File: src/rtl/wshb_stream_sink.sv
`default_nettype none
// ============================================================================
//  Module   : wshb_stream_sink
//  Purpose  : Wishbone responder for the video stream port. Buffers incoming
//             pixel writes in a FIFO and replays them as Wishbone writes to
//             the framebuffer at BASE_ADDR + 4*pixel_index.
//  Revision : 1.0  initial release
// ============================================================================
module wshb_stream_sink #(
    parameter int          HDISP      = 800,
    parameter int          VDISP      = 480,
    parameter int          FIFO_DEPTH = 16,
    parameter logic [31:0] BASE_ADDR  = 32'h0000_0000
) (
    input  logic                            sys_clk,
    input  logic                            sys_rst,
    // stream (slave) side
    input  logic                            s_cyc,
    input  logic                            s_stb,
    input  logic                            s_we,
    input  logic [31:0]                     s_adr,
    input  logic [31:0]                     s_dat_ms,
    output logic [31:0]                     s_dat_sm,
    output logic                            s_ack,
    output logic                            s_err,
    output logic                            s_rty,
    // framebuffer (master) side
    output logic                            m_cyc,
    output logic                            m_stb,
    output logic                            m_we,
    output logic [31:0]                     m_adr,
    output logic [31:0]                     m_dat_ms,
    output logic [3:0]                      m_sel,
    input  logic                            m_ack,
    // status
    output logic [15:0]                     frame_cnt,
    output logic [$clog2(FIFO_DEPTH):0]     fifo_level
);

    localparam int          c_AW         = $clog2(FIFO_DEPTH);
    localparam int          c_TOTAL      = HDISP * VDISP;
    localparam int          c_IW         = $clog2(c_TOTAL);
    localparam logic [31:0] c_TOTAL_W    = 32'(c_TOTAL);
    localparam logic [c_AW:0] c_FULL_LEVEL = (c_AW + 1)'(FIFO_DEPTH);

    typedef enum logic [0:0] {
        S_IDLE  = 1'b0,
        S_WRITE = 1'b1
    } state_t;

    state_t             r_state;
    logic [32:0]        r_mem [FIFO_DEPTH];
    logic [c_AW-1:0]    r_wr_ptr;
    logic [c_AW-1:0]    r_rd_ptr;
    logic [c_AW:0]      r_level;
    logic [c_IW-1:0]    r_pixel_index;
    logic               r_sof;
    logic [15:0]        r_frame_cnt;
    logic               r_m_cyc;
    logic [31:0]        r_m_adr;
    logic [31:0]        r_m_dat;

    logic               w_req;
    logic               w_pop;
    logic               w_full;
    logic               w_empty;
    logic               w_push;
    logic [32:0]        w_head;
    logic [31:0]        w_head_index;
    logic [31:0]        w_head_adr;
    logic [31:0]        w_next_index;
    logic               w_wrap;

    // Requests are masked during reset so nothing is acked that reset discards.
    assign w_req   = s_cyc & s_stb & ~sys_rst;
    assign w_pop   = (r_state == S_WRITE) & m_ack;
    assign w_full  = (r_level == c_FULL_LEVEL);
    assign w_empty = (r_level == '0);
    // A pop in the same cycle frees the slot, so a full FIFO can still accept.
    assign w_push  = w_req & s_we & (~w_full | w_pop);

    assign s_ack    = w_push;
    assign s_err    = w_req & ~s_we;
    assign s_rty    = 1'b0;
    assign s_dat_sm = 32'h0;

    // Start-of-frame entries restart the index at zero, abandoning any partial frame.
    assign w_head       = r_mem[r_rd_ptr];
    assign w_head_index = w_head[32] ? 32'd0 : 32'(r_pixel_index);
    assign w_head_adr   = BASE_ADDR + (w_head_index << 2);
    assign w_next_index = (r_sof ? 32'd0 : 32'(r_pixel_index)) + 32'd1;
    assign w_wrap       = (w_next_index == c_TOTAL_W);

    // FIFO storage: {sof, pixel} written at the tail on accept.
    always_ff @(posedge sys_clk) begin
        if (w_push) begin
            r_mem[r_wr_ptr] <= {(s_adr == 32'd0), s_dat_ms};
        end
    end

    // FIFO pointers and registered occupancy.
    always_ff @(posedge sys_clk) begin
        if (sys_rst) begin
            r_wr_ptr <= '0;
            r_rd_ptr <= '0;
            r_level  <= '0;
        end else begin
            if (w_push) r_wr_ptr <= r_wr_ptr + 1'b1;
            if (w_pop)  r_rd_ptr <= r_rd_ptr + 1'b1;
            case ({w_push, w_pop})
                2'b10:   r_level <= r_level + 1'b1;
                2'b01:   r_level <= r_level - 1'b1;
                default: r_level <= r_level;
            endcase
        end
    end

    // Master FSM: latch the FIFO head, then hold the write until acknowledged.
    always_ff @(posedge sys_clk) begin
        if (sys_rst) begin
            r_state       <= S_IDLE;
            r_m_cyc       <= 1'b0;
            r_m_adr       <= 32'h0;
            r_m_dat       <= 32'h0;
            r_sof         <= 1'b0;
            r_pixel_index <= '0;
            r_frame_cnt   <= 16'h0;
        end else begin
            case (r_state)
                S_IDLE: begin
                    if (!w_empty) begin
                        r_m_adr <= w_head_adr;
                        r_m_dat <= w_head[31:0];
                        r_sof   <= w_head[32];
                        r_m_cyc <= 1'b1;
                        r_state <= S_WRITE;
                    end
                end
                S_WRITE: begin
                    if (m_ack) begin
                        r_m_cyc <= 1'b0;
                        r_state <= S_IDLE;
                        if (w_wrap) begin
                            r_pixel_index <= '0;
                            r_frame_cnt   <= r_frame_cnt + 16'd1;
                        end else begin
                            r_pixel_index <= w_next_index[c_IW-1:0];
                        end
                    end
                end
                default: begin
                    r_state <= S_IDLE;
                    r_m_cyc <= 1'b0;
                end
            endcase
        end
    end

    assign m_cyc      = r_m_cyc;
    assign m_stb      = r_m_cyc;
    assign m_we       = 1'b1;
    assign m_sel      = 4'hF;
    assign m_adr      = r_m_adr;
    assign m_dat_ms   = r_m_dat;
    assign frame_cnt  = r_frame_cnt;
    assign fifo_level = r_level;

endmodule
`default_nettype wire

File: config.mk
export PLATFORM = sky130hd
export DESIGN_NAME = wshb_stream_sink
export DESIGN_NICKNAME = d
export VERILOG_FILES = /design/src/rtl/wshb_stream_sink.sv
export SDC_FILE = /design/constraint.sdc
export NUM_CORES = 1
export LEC_CHECK = 0
export BUFFER_PORTS_ARGS = -buffer_cell sky130_fd_sc_hd__buf_2
export CORE_MARGIN = 5
export CORE_UTILIZATION = 64
export DETAILED_ROUTE_END_ITERATION = 6
export HOLD_SLACK_MARGIN = 0.15
export PLACE_DENSITY = 0.86
export SETUP_SLACK_MARGIN = 0.3
export SLEW_MARGIN = 20
export SYNTH_ARGS = -nofsm -noshare
export SYNTH_HDL_FRONTEND = slang
export SYNTH_SLANG_ARGS = --single-unit
File: constraint.sdc
create_clock -name sys_clk -period 7.6 [get_ports sys_clk]
set_input_delay 1.52 -clock sys_clk [delete_from_list [all_inputs] [get_ports sys_clk]]
set_output_delay 1.52 -clock sys_clk [all_outputs]
set_load 0.02 [all_outputs]
[Word-level counts from Yosys, hierarchy flattened]
Memory sizes are Yosys's and may differ from the RTL's. A register that Yosys moved wholly into a read port is not among the register bits.
Cells that the tools add are included.
Word-level totals
  memories kept: 1
  bits in writable memories: 528
  bits in registers: 113
  output and inout port bits: 127
Operators by class
  reduce and logical (&&, ||, !) cells: 7
  bitwise logic cells: 12
  equality and inequality tests: 6
  add/subtract/negate cells: 6
  mux-type cells: 14
Memory list
  r_mem: words 16, width 33, read ports 1, clocked after memory_dff 1, write ports 1, RTL line 52  | logic [32:0] r_mem [FIFO_DEPTH];
Operator list (number)
  $mux 19: 3
  $logic_not 32->1: 1
  $add 19x1->20 const B: 1
  $eq 20x19->1 const B: 1
  $add 16x1->16 const B: 1
  $pmux 5 s2: 1
  $add 4x1->4 const B: 2
  $mux 4: 2
  $and 1x1->1: 6
  $mux 1: 6
  $reduce_and 2->1: 3
  $add 5x1->5 const B: 1
  $eq 5x5->1 const B: 1
  $logic_not 5->1: 1
  $not 1->1: 5
  $sub 5x1->5 const B: 1
  $ne 2x2->1 const B: 2
  $pmux 1 s2: 2
  $reduce_and 3->1: 1
  $eq 2x1->1 const B: 1
  $eq 2x2->1 const B: 1
  $reduce_bool 2->1: 1
  $or 1x1->1: 1

[Depth between registers and ports, before layout]
  word-level depth: 6
  depth in mapped cells: 10

[Worst setup path after synthesis]
Ideal clock, no wire load.
  path kind: in2reg
  from: input port sys_rst
  to: memory r_mem[3][0] (enable)
  required time: 7.136 ns
  arrival: 5.223 ns
  setup time: 0.464 ns
  stages on the path: 5
  setup slack: 1.913 ns
  cells stage by stage: clkbuf_1 > nand4b_1 > a31oi_1 > nand2_1 > nor3_1
Between the ends
  cells in the longest elaborated chain, start to end: 6
RTL lines
  start: declaration: RTL line 16  | input logic sys_rst,
  $not 1->1: RTL line 75  | assign w_req = s_cyc & s_stb & ~sys_rst;
  $and 1x1->1: RTL line 75
  $and 1x1->1 (2 in a row): RTL line 80  | assign w_push = w_req & s_we & (~w_full | w_pop);
  net s_ack: RTL line 24  | output logic s_ack,
  $mux 1: RTL line 96  | if (w_push) begin
  $mux 1 (not written as such): RTL line 97  | r_mem[r_wr_ptr] <= {(s_adr == 32'd0), s_dat_ms};
  end: declaration: RTL line 52
The timed path passes the listed nets, and every way through them passes these cells.

[Worst setup path in the final report]
  from: input port m_ack
  to: output port s_ack
Between the ends
  cells in the longest elaborated chain, start to end: 3
RTL lines
  start: declaration: RTL line 34  | input logic m_ack,
  $and 1x1->1: RTL line 76  | assign w_pop = (r_state == S_WRITE) & m_ack;
  $or 1x1->1: RTL line 80
  $and 1x1->1: RTL line 80
  end: declaration: RTL line 24
No other way between the ends.

==> qor.csv <==
stage;metric;value;unit
status;status;complete, but fails checks;
status;violated checks;DRC;
die;core area;0.0386;mm2
grt;grt ovf;0;
timing;actual slew at the worst max-slew pin;1.02;ns
worst_setup_path;CP Data Arrival Time;2.69;ns
logic_synthesis;area leader, netlist;edfxtp_1;
detailed_routing;drt total wl;59400;um
timing;Fin. Hold Viols;0;
die;I/O pin count;197;
logic_synthesis;top-area cell type share of the netlist area;63.6;%
clocking;cts hold-fix bufs;0;
logic_synthesis;post-synthesis sequential area ratio;72.2;%
clocking;CTS tree;done;
logic_synthesis;synth warn;0;
timing;final period utilization;55.3;%
clocking;Sink Count;634;
grt;first-pass GRT wire length;87100;um
worst_setup_path;Worst Setup End Kind;output pin;
worst_setup_path;Crit Reg-Reg Endpoint;m_dat_ms[3];
cells_and_area;fillers;2167;
grt;largest net degree at the start of global routing;68;
worst_setup_path;CP Data Required Time;6.08;ns
grt;GRT Resource Usage Total;26.6;%
timing;Fmax;0.238;GHz
timing;RSZ-0062 raised after global routing;no;
timing;Relative slew margins;31.8;%
logic_synthesis;Synth Instances;1394;
clocking;Num CTS Buffers;59;
place;Placer Congestion;0.842;
detailed_routing;DR WL/cell;28.1;um
detailed_routing;total number of vias;13700;
logic_synthesis;Synth cell types;58;
detailed_routing;metal3 WL;4460;um
grt;initial antenna violation count;0;
detailed_routing;DRT antenna net count;0;
clocking;CTS HTree Levels;2;
place;# port buffers;145;
grt;vias in the first global route;13800;
timing;Fin Clk Skew;0.0322;ns
detailed_routing;DRC errors left;1;
detailed_routing;Via density;6.50;
min_path;Min-Delay Path Class;reg -> reg;
min_path;hold path cells;2;
place;post-DP HPWL;31400;um
timing;post-layout min period;4.21;ns
die;Starting Density;64.6;%
clocking;Post-CTS Setup Inserts;0;
cells_and_area;most frequent cells in the layout;edfxtp_1 (528), mux4_2 (164), buf_2 (144);
logic_synthesis;syn_area_per_cell;17.9;um2
detailed_routing;DR pass1 iterations;7;
clocking;clock buffer depth;3;
min_path;min-delay src;m_adr[10];
pwr;Lkg Pwr;9.05;nW
logic_synthesis;EDFF count, synth;528;
cells_and_area;layout cells sized above 1;28.3;%
clocking;worst skew pair latency;0.63;ns
pwr;Total Power Consumption;0.00778;W
detailed_routing;routed length on met2;31400;um
cells_and_area;layout overhead on the synthesized area;13.2;%
clocking;post_cts resized;0;
job;Max-Cap Viols;0;
cells_and_area;# diodes;0;
worst_setup_path;r2r setup slk;4.06;ns
die;Die Area;0.0430;mm2
cells_and_area;nets;1625;
detailed_routing;M1 wire length;22200;um
clocking;Clock transition at path regs;0.06;ns
logic_synthesis;#FFs+latches synth;634;
cells_and_area;most common cell after layout, fill and taps aside;edfxtp_1;
min_path;hold endpoint;m_adr[10];
die;die width;207;um
logic_synthesis;area of the mapped netlist;0.0249;mm2
pwr;VDD IR-drop max;0.000225;V
worst_setup_path;WS Path Type;in -> out;
timing;Slew Limit Fails;0;
die;row count;72;
logic_synthesis;commonest register cell after synthesis;edfxtp_1;
timing;Setup Viol. Count Final;0;
detailed_routing;Iteration-0 DRC Markers;1837;
timing;final setup TNS;0;ns
timing;WHS;0.453;ns
logic_synthesis;Area contributors post-synth;edfxtp_1 (64%), mux4_2 (15%), dfxtp_1 (8.5%);
worst_setup_path;worst reg2reg path depth;6;
worst_setup_path;CP max FO;20;
die;die extent in y;207;um
clocking;CTS root buf;clkbuf_16;
detailed_routing;top layer in use;met4;
pwr;PwrDens;276;mW/mm2
logic_synthesis;Synth async-reset ratio;0;%
worst_setup_path;startpoint types;input pin;
==> worst max-delay path, stage by stage <==
cell and delay, ns:
buf_2 0.09, nand2_1 0.44, a31oi_1 0.41, buf_2 0.23
==> how the worst max path moves through the flow <==
stage | startpoint | cells past startpoint | slack (ns) | end
2_1_floorplan | sys_rst | 5 | 1.91 | r_mem[3][0]
3_3_place_gp | m_ack | 6 | 3.40 | r_mem[11][18]
3_5_place_dp | m_ack | 6 | 3.27 | r_mem[12][16]
4_1_cts | m_ack | 4 | 3.45 | s_ack
5_1_grt | sys_rst | 4 | 3.30 | s_ack
6_report | m_ack | 4 | 3.39 | s_ack
==> synthesized netlist by cell type, drive strengths merged (6+ instances only) <==
master	number
a21oi	79
a31oi	6
and3	6
buf	76
clkbuf	58
dfxtp	106
edfxtp	528
ha	9
inv	10
mux2i	6
mux4	164
nand2	120
nand3	35
nand4	7
nor2	52
nor3	14
nor4	12
o21ai	14
o31ai	7
or3	8
or4	6
xnor2	6
xor2	6
==> cells by family (layout without fill, tap and decap cells) <==
group	Yosys count	after routing	synth area share, %
and+or+nand+nor	286	286	5.40
muxes	172	172	15.2
xor gates and xnor gates	12	12	0.422
adders and majority gates	10	10	0.532
buffers and inverters	144	296	3.03
other	2	51	0.0301
AOI/OAI and AO/OA	134	134	3.26
DFF	634	634	72.2
==> stage by stage <==
step	setup slack (ns)	instance area (um2)	instances	util (%)
after global placement	3.40	26000	1989	67.5
after detailed placement	3.27	26100	1991	67.6
after global routing	3.30	28200	2113	73.1
after floorplan	1.91	25100	1443	-
after CTS	3.45	27900	2102	72.5
final	3.39	28200	2113	73.1
==> state kept, by name, indices dropped and copies added, names as in the netlist, named ones only <==
name / flops
fifo_level: 5
frame_cnt: 16
m_adr: 19
m_cyc: 1
m_dat_ms: 32
r_mem: 528
r_pixel_index: 19
r_rd_ptr: 4
r_sof: 1
r_state: 1
r_wr_ptr: 4
==> report_power, final <==
part / internal [W] / total (W) / switching [W]
sequential: 0.00383 / 0.00392 / 0.0000889
combinational: 0.000364 / 0.000937 / 0.000574
clock: 0.00165 / 0.00292 / 0.00128
total: 0.00584 / 0.00778 / 0.00194
==> cell type report <==
| cell class | count | area (um2) | share of cell area, % |
|---|---|---|---|
| Sequential cell | 634 | 18000 | 63.8 |
| Multi-Input combinational cell | 665 | 6480 | 23.0 |
| Clock buffer | 81 | 1570 | 5.56 |
| Timing Repair Buffer | 175 | 1170 | 4.15 |
| Tap cell | 518 | 648 | 2.30 |
| Clock inverter | 30 | 305 | 1.08 |
| Inverter | 10 | 37.5 | 0.133 |
==> per-layer routing <==
metal,vias up,track usage [%]
li1,5734,-
met1,7081,36.4
met2,827,45.4
met3,99,4.32
met4,0,7.09
met5,-,0
Note: power is estimated with default switching activity, not from simulation.
